--- src/rtl/bcd_to_bin_seq.sv ---
// Sequential packed-BCD to binary converter using reverse double-dabble.
// One result bit is produced per clock; words with a non-decimal digit are flagged in one cycle.
module bcd_to_bin_seq #(
    parameter int DIGITS = 2
) (
    input  logic                  clk,
    input  logic                  rst,
    input  logic                  in_valid,
    output logic                  in_ready,
    input  logic [4*DIGITS-1:0]   in_bcd,
    output logic                  out_valid,
    input  logic                  out_ready,
    output logic [4*DIGITS-1:0]   out_bin,
    output logic                  out_err
);

    localparam int W  = 4 * DIGITS;
    localparam int CW = (W > 1) ? $clog2(W) : 1;

    typedef enum logic [1:0] {
        IDLE,
        SHIFT,
        DONE
    } state_t;

    state_t          state;
    state_t          state_next;
    logic [W-1:0]    bcd_reg;
    logic [W-1:0]    bin_reg;
    logic [CW-1:0]   cnt;
    logic [W-1:0]    sh_bcd;
    logic [W-1:0]    sh_bin;
    logic [W-1:0]    adj_bcd;
    logic            bad_digit;
    logic            last_step;

    // One reverse-dabble step: shift right, then pull every digit that now reads >= 8 back by 3.
    always_comb begin
        sh_bcd  = {1'b0, bcd_reg[W-1:1]};
        sh_bin  = {bcd_reg[0], bin_reg[W-1:1]};
        adj_bcd = sh_bcd;
        for (int k = 0; k < DIGITS; k++) begin
            if (sh_bcd[4*k+3]) begin
                adj_bcd[4*k +: 4] = sh_bcd[4*k +: 4] - 4'd3;
            end
        end
    end

    always_comb begin
        bad_digit = 1'b0;
        for (int k = 0; k < DIGITS; k++) begin
            if (in_bcd[4*k +: 4] > 4'd9) begin
                bad_digit = 1'b1;
            end
        end
    end

    assign last_step = (cnt == CW'(W - 1));
    assign in_ready  = (state == IDLE);
    assign out_valid = (state == DONE);

    always_ff @(posedge clk) begin
        if (rst) begin
            state <= IDLE;
        end else begin
            state <= state_next;
        end
    end

    always_comb begin
        state_next = state;
        case (state)
            IDLE: begin
                if (in_valid) begin
                    state_next = bad_digit ? DONE : SHIFT;
                end
            end
            SHIFT: begin
                if (last_step) begin
                    state_next = DONE;
                end
            end
            DONE: begin
                if (out_ready) begin
                    state_next = IDLE;
                end
            end
            default: state_next = IDLE;
        endcase
    end

    // Datapath registers; the result is only written when the last step completes or on a rejected word.
    always_ff @(posedge clk) begin
        if (rst) begin
            bcd_reg <= '0;
            bin_reg <= '0;
            cnt     <= '0;
            out_bin <= '0;
            out_err <= 1'b0;
        end else begin
            case (state)
                IDLE: begin
                    if (in_valid) begin
                        if (bad_digit) begin
                            out_bin <= '0;
                            out_err <= 1'b1;
                        end else begin
                            bcd_reg <= in_bcd;
                            bin_reg <= '0;
                            cnt     <= '0;
                            out_err <= 1'b0;
                        end
                    end
                end
                SHIFT: begin
                    bcd_reg <= adj_bcd;
                    bin_reg <= sh_bin;
                    cnt     <= cnt + 1'b1;
                    if (last_step) begin
                        out_bin <= sh_bin;
                    end
                end
                default: begin
                end
            endcase
        end
    end

endmodule
--- config.mk ---
export PLATFORM = sky130hd
export DESIGN_NAME = bcd_to_bin_seq
export DESIGN_NICKNAME = d
export VERILOG_FILES = /design/src/rtl/bcd_to_bin_seq.sv
export SDC_FILE = /design/constraint.sdc
export NUM_CORES = 1
export LEC_CHECK = 0
export CAP_MARGIN = 20
export CORE_MARGIN = 2
export CORE_UTILIZATION = 40
export CTS_BUF_LIST = sky130_fd_sc_hd__clkbuf_8
export DETAILED_ROUTE_END_ITERATION = 10
export SYNTH_ARGS = -nofsm -noshare
export SYNTH_HDL_FRONTEND = slang
export SYNTH_SLANG_ARGS = --single-unit
--- constraint.sdc ---
create_clock -name clk -period 2.3 [get_ports clk]
set_input_delay 0.69 -clock clk [delete_from_list [all_inputs] [get_ports clk]]
set_output_delay 0.69 -clock clk [all_outputs]
set_load 0.03 [all_outputs]
==> flow_summary.yaml, run 1 <==
global_route:
  grt_usage_pct: 16.7
  grt_max_degree: 15
  antenna_found_initial: 0
  grt_pass1_vias: 1029
  grt_pass1_wl_mm: 4.48
  overflow: 0
drt:
  drcViolationCount: 0
  vias: 1060
  drt_iter0_markers: 54
  drt.antenna.violating_nets: 0
  first_pass_iters: 4
  wl_mm: 2.64
  viasPerCell: 5.30
  avgRoutedWirePerCell_um: 13.2
synth:
  yosysSeqAreaShare_pct: 45.1
  yosys.area.top_type: "dfxtp_1"
  ys_top_cells_by_area: "dfxtp_1 (45%), a22o_1 (6.1%), a22oi_1 (5.3%)"
  synth.distinct_cells: 31
  yosysMostFrequentCell: "dfxtp_1"
  ys_seq_elements: 29
  synth_async_sr_flop_share_pct: 0
  synth_nets: 139
  syn_area_per_cell_um2: 10.4
  synth_edf_count: 0
  syn_area_um2: 1290
  synth_common_cells: "dfxtp_1 (29), a21oi_1 (12), nor2_1 (11)"
  netlist.area_leader.share_pct: 45.1
  ys.flop_type: "dfxtp_1"
  yosys_warnings: 0
  synthCells: 124
pwr:
  leakagePower_nw: 0.644
  power_density_nw_per_um2: 663
  p_seq_share_pct: 49.2
  clockPowerShare_pct: 34.3
  ir_drop_mv: 0.403
  pwr-share-comb_pct: 16.5
  total_power_mw: 1.10
  p_sw_share_pct: 26.1
  switching_power_mw: 0.288
  internal_power_mw: 0.813
layout:
  syn_to_final_growth_pct: 29.2
  seqCellArea_um2: 581
  stdcell_area_um2: 1660
  multiInputGateArea_um2: 667
  fin_nets: 170
  final_core_util_pct: 54.4
  antenna_cells: 0
  drive_gt1_share_pct: 16.7
  final_cells: 200
  fill_cells: 289
sta:
  rsz0062_at_grt: "false"
  fin_crit_ps: 2230
  setup_viol: 0
  relSlewSlack_pct: 59.4
  fin_ws_ps: 71.9
  finClkSkew_ps: 3.16
  slew_violations: 0
  tightest_slew_ps: 606
  fmax_ghz: 0.449
  period_share_pct: 96.9
  hold_ws_ps: 482
  hold_violations: 0
  fin_tns_setup_ps: 0
placed_design:
  post_dp_cell_area_um2: 1580
  gp_congestion: 0.726
  dp_slack_ps: 45.4
  io_buffers: 22
  dp_cells: 192
  dp_hpwl_mm: 1.92
setup_path:
  critPathKind: "reg2out"
  crit_fanout: 6
  required_ps: 1610
  crit-reg2reg-launch: "state[1]"
  r2r_cells: 5
  endpoint_kind: "primary output"
  arrival_ps: 1540
  crit_buf_inv: 1
  r2r_slack_ps: 650
  critical-path-top-delay-family: "buffers and inverters"
  slowest_delay_ps: 700
  cp-start-kind: "flop"
  reg2reg_to: "out_bin[6]"
  cp_cell_sequence: "nor2_1 -> clkdlybuf4s50_1"
  cp_slowest_cell: "clkdlybuf4s50_1"
clock_network:
  cts_hold_buf: 0
  cts_tree: "yes"
  clk_pin_slew_ps: 60
  numCtsBuffers: 5
  htreeDepth: 2
  clock-sinks: 29
  clock_path_buffers: 2
  cts.repair.resized: 0
  post_cts_buffers: 0
  insertion_delay_ps: 270
  clk_root_buffer_cell: "clkbuf_8"
die:
  ios: 23
  start_util_pct: 42.1
  dieArea_um2: 3690
  dieWidth_um: 60.7
  die-height_um: 60.7
  row_count: 20
  core-area_um2: 3050
min_path:
  worst_hold_path.endpoint: "out_bin[4]"
  min_from: "out_bin[4]"
  hold_class: "reg2reg"
  hold_path_depth: 2
run:
  maxCapViolations: 0
outcome:
  status: "complete, no violations"
worst max-delay path by stage:
stage	startpoint	end	slack (ps)	depth (start not counted)
final	state[0]	in_ready	70	2
after global routing	state[0]	in_ready	0.2	2
after CTS	state[0]	in_ready	50	2
after detailed placement	in_bcd[1]	bcd_reg[2]	50	6
after global placement	in_bcd[1]	bcd_reg[2]	30	6
after floorplan	in_bcd[2]	bcd_reg[1]	560	5
per-layer routing:
metal	up-vias	share of wire, %	GRT usage [%]
met3	2	4.9	6.40
met4	0	0.64	5.59
li1	528	-	-
met1	508	46	20.2
met2	22	49	27.3
met5	-	0	0
tightest hold or removal path, delay by kind of cell, from the launching register on:
family | cells | cell delay, ps
flip-flops | 1 | 320
AO/OA/AOI/OAI | 1 | 50
AND/OR/NAND/NOR | 1 | 70
cell type report:
type                    count  area share (%)
multi-input cells          89            40.1
clock inverters             3           0.678
repair buffers             29            16.6
flip-flops and latches     29            34.9
clock buffers               5            4.14
inverters                   1           0.226
well taps                  44            3.31
cell usage in the layout (no fill, tap or decap), drive strengths merged:
master	n
nor3	2
nor2	13
dlymetal6s2s	1
nand3b	1
o21a	2
nor3b	1
nand3	9
a311oi	1
nor2b	2
xnor2	1
mux2i	6
o31ai	1
ha	3
clkbuf	5
inv	4
a21oi	12
nand2	1
a22o	9
a211oi	6
a21o	1
clkdlybuf4s50	21
nand2b	3
a22oi	9
o21ai	1
xor2	1
dfxtp	29
buf	7
mux2	4
power by group through the flow:
stage / Sequential [mW] / Combinational [mW] / Clock (mW)
floorplan: 0.552 / 0.121 / 0
global placement: 0.552 / 0.179 / 0
detailed placement: 0.553 / 0.183 / 0
CTS: 0.542 / 0.184 / 0.396
global route: 0.545 / 0.199 / 0.416
finish: 0.542 / 0.181 / 0.378
cell families after synthesis:
| kind of cell | Yosys count | share of synthesized area, % |
|---|---|---|
| adders and majority gates | 3 | 2.92 |
| buffers and inverters | 6 | 3.02 |
| DFF | 29 | 45.1 |
| AOI/OAI and AO/OA | 42 | 26.5 |
| xor gates and xnor gates | 2 | 1.36 |
| muxes | 10 | 8.17 |
| and+or+nand+nor | 32 | 12.9 |
(Power assumes the default switching activity.)
==> run 2: changes to the inputs <==
==> constraint.sdc (replaced) <==
create_clock -name clk -period 2.3 [get_ports clk]
set_input_delay 0.69 -clock clk [delete_from_list [all_inputs] [get_ports clk]]
set_output_delay 0.69 -clock clk [all_outputs]
set_load 0.005 [all_outputs]
==> run 2 against run 1 <==
Clock-buffer cell count rose by 1. Total power up 15%. Highest routed layer unchanged. Non-clock buffer count is the same. Register-to-register slack improved by 50 ps.
==> flow_summary.yaml, run 2 (synthesized netlist as in run 1, its figures left out) <==
layout:
  final_cells: 200
  drive_gt1_share_pct: 18.6
  final_common_cell: "dfxtp_1"
  layout_common_cells: "dfxtp_1 (29), clkdlybuf4s50_1 (22), a21oi_1 (12), nor2_1 (11)"
  antenna_cells: 0
  syn_to_final_growth_pct: 32.1
  fin_nets: 170
pwr:
  ir_drop_mv: 0.429
  total_power_mw: 1.26
  power_density_nw_per_um2: 743
  leakagePower_nw: 0.634
min_path:
  worst_hold_path.endpoint: "out_bin[5]"
  hold_class: "reg2reg"
  min_from: "out_bin[5]"
  hold_path_depth: 2
outcome:
  status: "complete, no violations"
drt:
  viasPerCell: 5.32
  vias: 1063
  avgRoutedWirePerCell_um: 13.2
  wl_mm: 2.64
  drt.antenna.violating_nets: 0
  drcViolationCount: 0
  drt_iter0_markers: 38
  first_pass_iters: 4
clock_network:
  cts_hold_buf: 0
  clk_pin_slew_ps: 70
  post_cts_buffers: 0
  clock-sinks: 29
  htreeDepth: 2
  cts_tree: "yes"
  numCtsBuffers: 5
  cts.repair.resized: 0
  clk_root_buffer_cell: "clkbuf_8"
  insertion_delay_ps: 280
  clock_path_buffers: 2
setup_path:
  r2r_slack_ps: 700
  crit_fanout: 13
  endpoint_kind: "primary output"
  critical-path-top-delay-family: "buffers and inverters"
  cp_cell_sequence: "buf_4 -> nor2_1 -> clkdlybuf4s50_1"
  crit_buf_inv: 2
  cp_slowest_cell: "clkdlybuf4s50_1"
  slowest_delay_ps: 530
  path_depth: 3
  critPathKind: "reg2out"
  cp-start-kind: "flop"
  r2r_cells: 5
  required_ps: 1610
  reg2reg_to: "out_bin[6]"
  crit-reg2reg-launch: "state[1]"
  arrival_ps: 1490
placed_design:
  dp_slack_ps: 38.6
  gp_congestion: 0.739
  io_buffers: 22
  dp_cells: 192
  dp_hpwl_mm: 1.90
sta:
  fin_ws_ps: 123
  relSlewSlack_pct: 60.8
  slew_violations: 0
  fin_tns_setup_ps: 0
  rsz0062_at_grt: "false"
  tightest_slew_ps: 586
  hold_violations: 0
  fin_crit_ps: 2180
  fmax_ghz: 0.459
  setup_viol: 0
  period_share_pct: 94.7
  finClkSkew_ps: 5.81
die:
  row_count: 20
  dieWidth_um: 60.7
  die-height_um: 60.7
  ios: 23
  core-area_um2: 3050
  dieArea_um2: 3690
  start_util_pct: 42.1
global_route:
  grt_max_degree: 15
  grt_pass1_wl_mm: 4.16
  grt_usage_pct: 15.8
  antenna_found_initial: 0
  overflow: 0
  grt_pass1_vias: 937
run:
  maxCapViolations: 0
[run 2: cell types whose count changed in the layout (fill, tap and decap cells not counted)]
cell             delta
clkdlybuf4s50_1     +1
bufinv_16           +1
clkbuf_8            +1
inv_1               -3
dlymetal6s2s_1      -1
clkinvlp_4          +1
[run 2: layout make-up]
class                   instances  area [um2]
clock inverters                 2        37.5
repair buffers                 29         273
inverters                       1        3.75
clock buffers                   6        82.6
well taps                      44        55.1
flip-flops and latches         29         581
fillers                       274        1350
multi-input cells              89         667
[run 2: worst reg2reg max path, stage by stage (launching register included)]
cell and delay, ps:
dfxtp_1 310, buf_4 180, nand2b_4 240, nor2_1 490
a22oi_1 130, a21oi_1 180
[run 2: where the power goes]
part	switching [mW]	internal, mW	total [mW]
registers	0.0181	0.523	0.541
logic	0.0827	0.0891	0.172
clock network	0.197	0.352	0.549
total	0.298	0.964	1.26
[run 2: per-stage QoR]
step | util (%) | hold slack, ps | area [um2]
2_1_floorplan | - | 450 | 1290
3_3_place_gp | 51.7 | 468 | 1580
3_5_place_dp | 51.7 | 473 | 1580
4_1_cts | 55.7 | 484 | 1700
5_1_grt | 55.7 | 508 | 1700
6_report | 55.7 | 481 | 1700
[run 2: worst max-delay path by stage]
stage,start,to
6_report,state[1],in_ready
4_1_cts,state[1],in_ready
3_5_place_dp,in_bcd[6],bcd_reg[1]
5_1_grt,state[1],in_ready
3_3_place_gp,in_bcd[1],bcd_reg[2]
2_1_floorplan,in_bcd[2],bcd_reg[1]
[run 2: layer usage]
metal	global-route usage, %	share of wire, %	up-vias
met3	7.04	5.1	5
met5	0	0	-
li1	-	-	530
met4	6.52	1.3	0
met1	19.4	47	506
met2	24.1	46	22
==> run 3: changes to the inputs <==
--- a/config.mk
+++ b/config.mk
@@ -10,6 +10,7 @@
 export CORE_UTILIZATION = 40
 export CTS_BUF_LIST = sky130_fd_sc_hd__clkbuf_8
 export DETAILED_ROUTE_END_ITERATION = 10
+export SETUP_SLACK_MARGIN = 0.5
 export SYNTH_ARGS = -nofsm -noshare
 export SYNTH_HDL_FRONTEND = slang
 export SYNTH_SLANG_ARGS = --single-unit
==> run 3 against run 2 <==
Fmax up 21%. Clock skew up 1.3 ps. Total power up 0.85%. Critical path type unchanged. Highest routed layer unchanged.
==> flow_summary.yaml, run 3 (synthesized netlist as in run 1, its figures left out) <==
global_route:
  grt_pass1_wl_mm: 4.36
  grt_max_degree: 15
  grt_usage_pct: 16.5
  overflow: 0
  grt_pass1_vias: 976
  antenna_found_initial: 0
drt:
  drt_iter0_markers: 46
  drcViolationCount: 0
  vias: 1067
  avgRoutedWirePerCell_um: 13.5
  drt.antenna.violating_nets: 0
  wl_mm: 2.75
  first_pass_iters: 4
  viasPerCell: 5.23
setup_path:
  cp-startpoint: "state[1]"
  cp_slowest_cell: "dfxtp_1"
  cp-start-kind: "flop"
  endpoint_kind: "primary output"
  critPathKind: "reg2out"
  slowest_delay_ps: 320
  crit-reg2reg-launch: "state[1]"
  crit_fanout: 13
  required_ps: 1610
  arrival_ps: 1110
  cp_cell_sequence: "buf_6 -> nor2_4 -> dlygate4sd2_1"
layout:
  syn_to_final_growth_pct: 35.7
  antenna_cells: 0
  layout_common_cells: "dfxtp_1 (21), dlygate4sd2_1 (17), a21oi_1 (12), nor2_1 (10)"
  drive_gt1_share_pct: 27.5
  multiInputGateArea_um2: 682
  final_common_cell: "dfxtp_1"
  fill_cells: 280
  seqCellArea_um2: 593
  fin_nets: 174
min_path:
  min_from: "out_bin[5]"
  hold_class: "reg2reg"
clock_network:
  clock_path_buffers: 2
  clk_root_buffer_cell: "clkbuf_8"
  numCtsBuffers: 5
  cts_hold_buf: 0
  htreeDepth: 2
  clock-sinks: 29
  cts_tree: "yes"
  insertion_delay_ps: 280
  clk_pin_slew_ps: 70
sta:
  hold_violations: 0
  slew_violations: 0
  setup_viol: 0
  fin_tns_setup_ps: 0
  period_share_pct: 78.2
  relSlewSlack_pct: 60.6
  fmax_ghz: 0.556
  fin_crit_ps: 1800
  rsz0062_at_grt: "true"
  tightest_slew_ps: 589
  finClkSkew_ps: 7.07
outcome:
  status: "complete, no violations"
die:
  dieArea_um2: 3690
  die-height_um: 60.7
  dieWidth_um: 60.7
  start_util_pct: 42.1
  ios: 23
  core-area_um2: 3050
  row_count: 20
placed_design:
  dp_hpwl_mm: 1.90
  io_buffers: 22
  gp_congestion: 0.739
pwr:
  power_density_nw_per_um2: 729
  total_power_mw: 1.27
  ir_drop_mv: 0.431
  leakagePower_nw: 0.727
run:
  maxCapViolations: 0
[run 3: cell count changes in the layout (fill, tap and decap cells not counted), moves of 2 or more]
cell | previous run | this run
clkdlybuf4s50_1 | 22 | 4
dlygate4sd2_1 | 0 | 17
dfxtp_1 | 29 | 21
dfxtp_2 | 0 | 7
buf_4 | 7 | 9
buf_6 | 0 | 2
[run 3: path summary, 6_finish.rpt]
path	endpoint	slack (ps)	cells past startpoint
worst min-delay path	out_bin[5]	470	2
worst max-delay path	in_ready	500	3
worst min register to register	out_bin[5]	470	2
worst max register to register	out_bin[1]	710	5
[run 3: metal layers]
layer | part of all wire (%) | GRT usage (%)
met1 | 46 | 19.9
met2 | 48 | 26.0
met3 | 5.4 | 7.04
met4 | 1.3 | 6.52
met5 | 0 | 0
[run 3: stage by stage]
stage / hold slack (ps) / instance area (um2) / util [%] / cells / worst slack, ps
6_report: 470 / 1750 / 57.2 / 204 / 501
3_3_place_gp: 468 / 1580 / 51.7 / 192 / 39.9
4_1_cts: 472 / 1740 / 57.0 / 204 / 463
3_5_place_dp: 473 / 1580 / 51.7 / 192 / 38.6
2_1_floorplan: 450 / 1290 / - / 124 / 562
5_1_grt: 492 / 1750 / 57.2 / 204 / 437
[run 3: cell type report]
type                       count  share of cell area (%)
tap                           44                    3.15
timing repair buffer          33                    16.7
multi-input combinational     89                    39.1
sequential                    29                    34.0
inverter                       1                   0.215
clock inverter                 2                    2.15
clock buffer                   6                    4.73
[run 3: repair_timing]
action                     in CTS  in global routing
setup endpoints to repair      36                 24
gates cloned                    0                  0
setup buffers                   4                  0
gates resized for setup        31                  2
pin swaps                       2                  1
[run 3: critical path, delay by kind of cell (launching register included)]
kind                   cells  cell delay, ps
flip-flops                 1             320
AND/OR/NAND/NOR            1             120
buffers and inverters      2             390
[run 3: power by group]
| group | internal (mW) | leakage (nW) | switching (mW) | total, mW |
|---|---|---|---|---|
| clock | 0.352 | 0.0574 | 0.198 | 0.549 |
| sequential | 0.523 | 0.240 | 0.0196 | 0.543 |
| combinational | 0.0935 | 0.430 | 0.0871 | 0.181 |
| total | 0.968 | 0.727 | 0.304 | 1.27 |
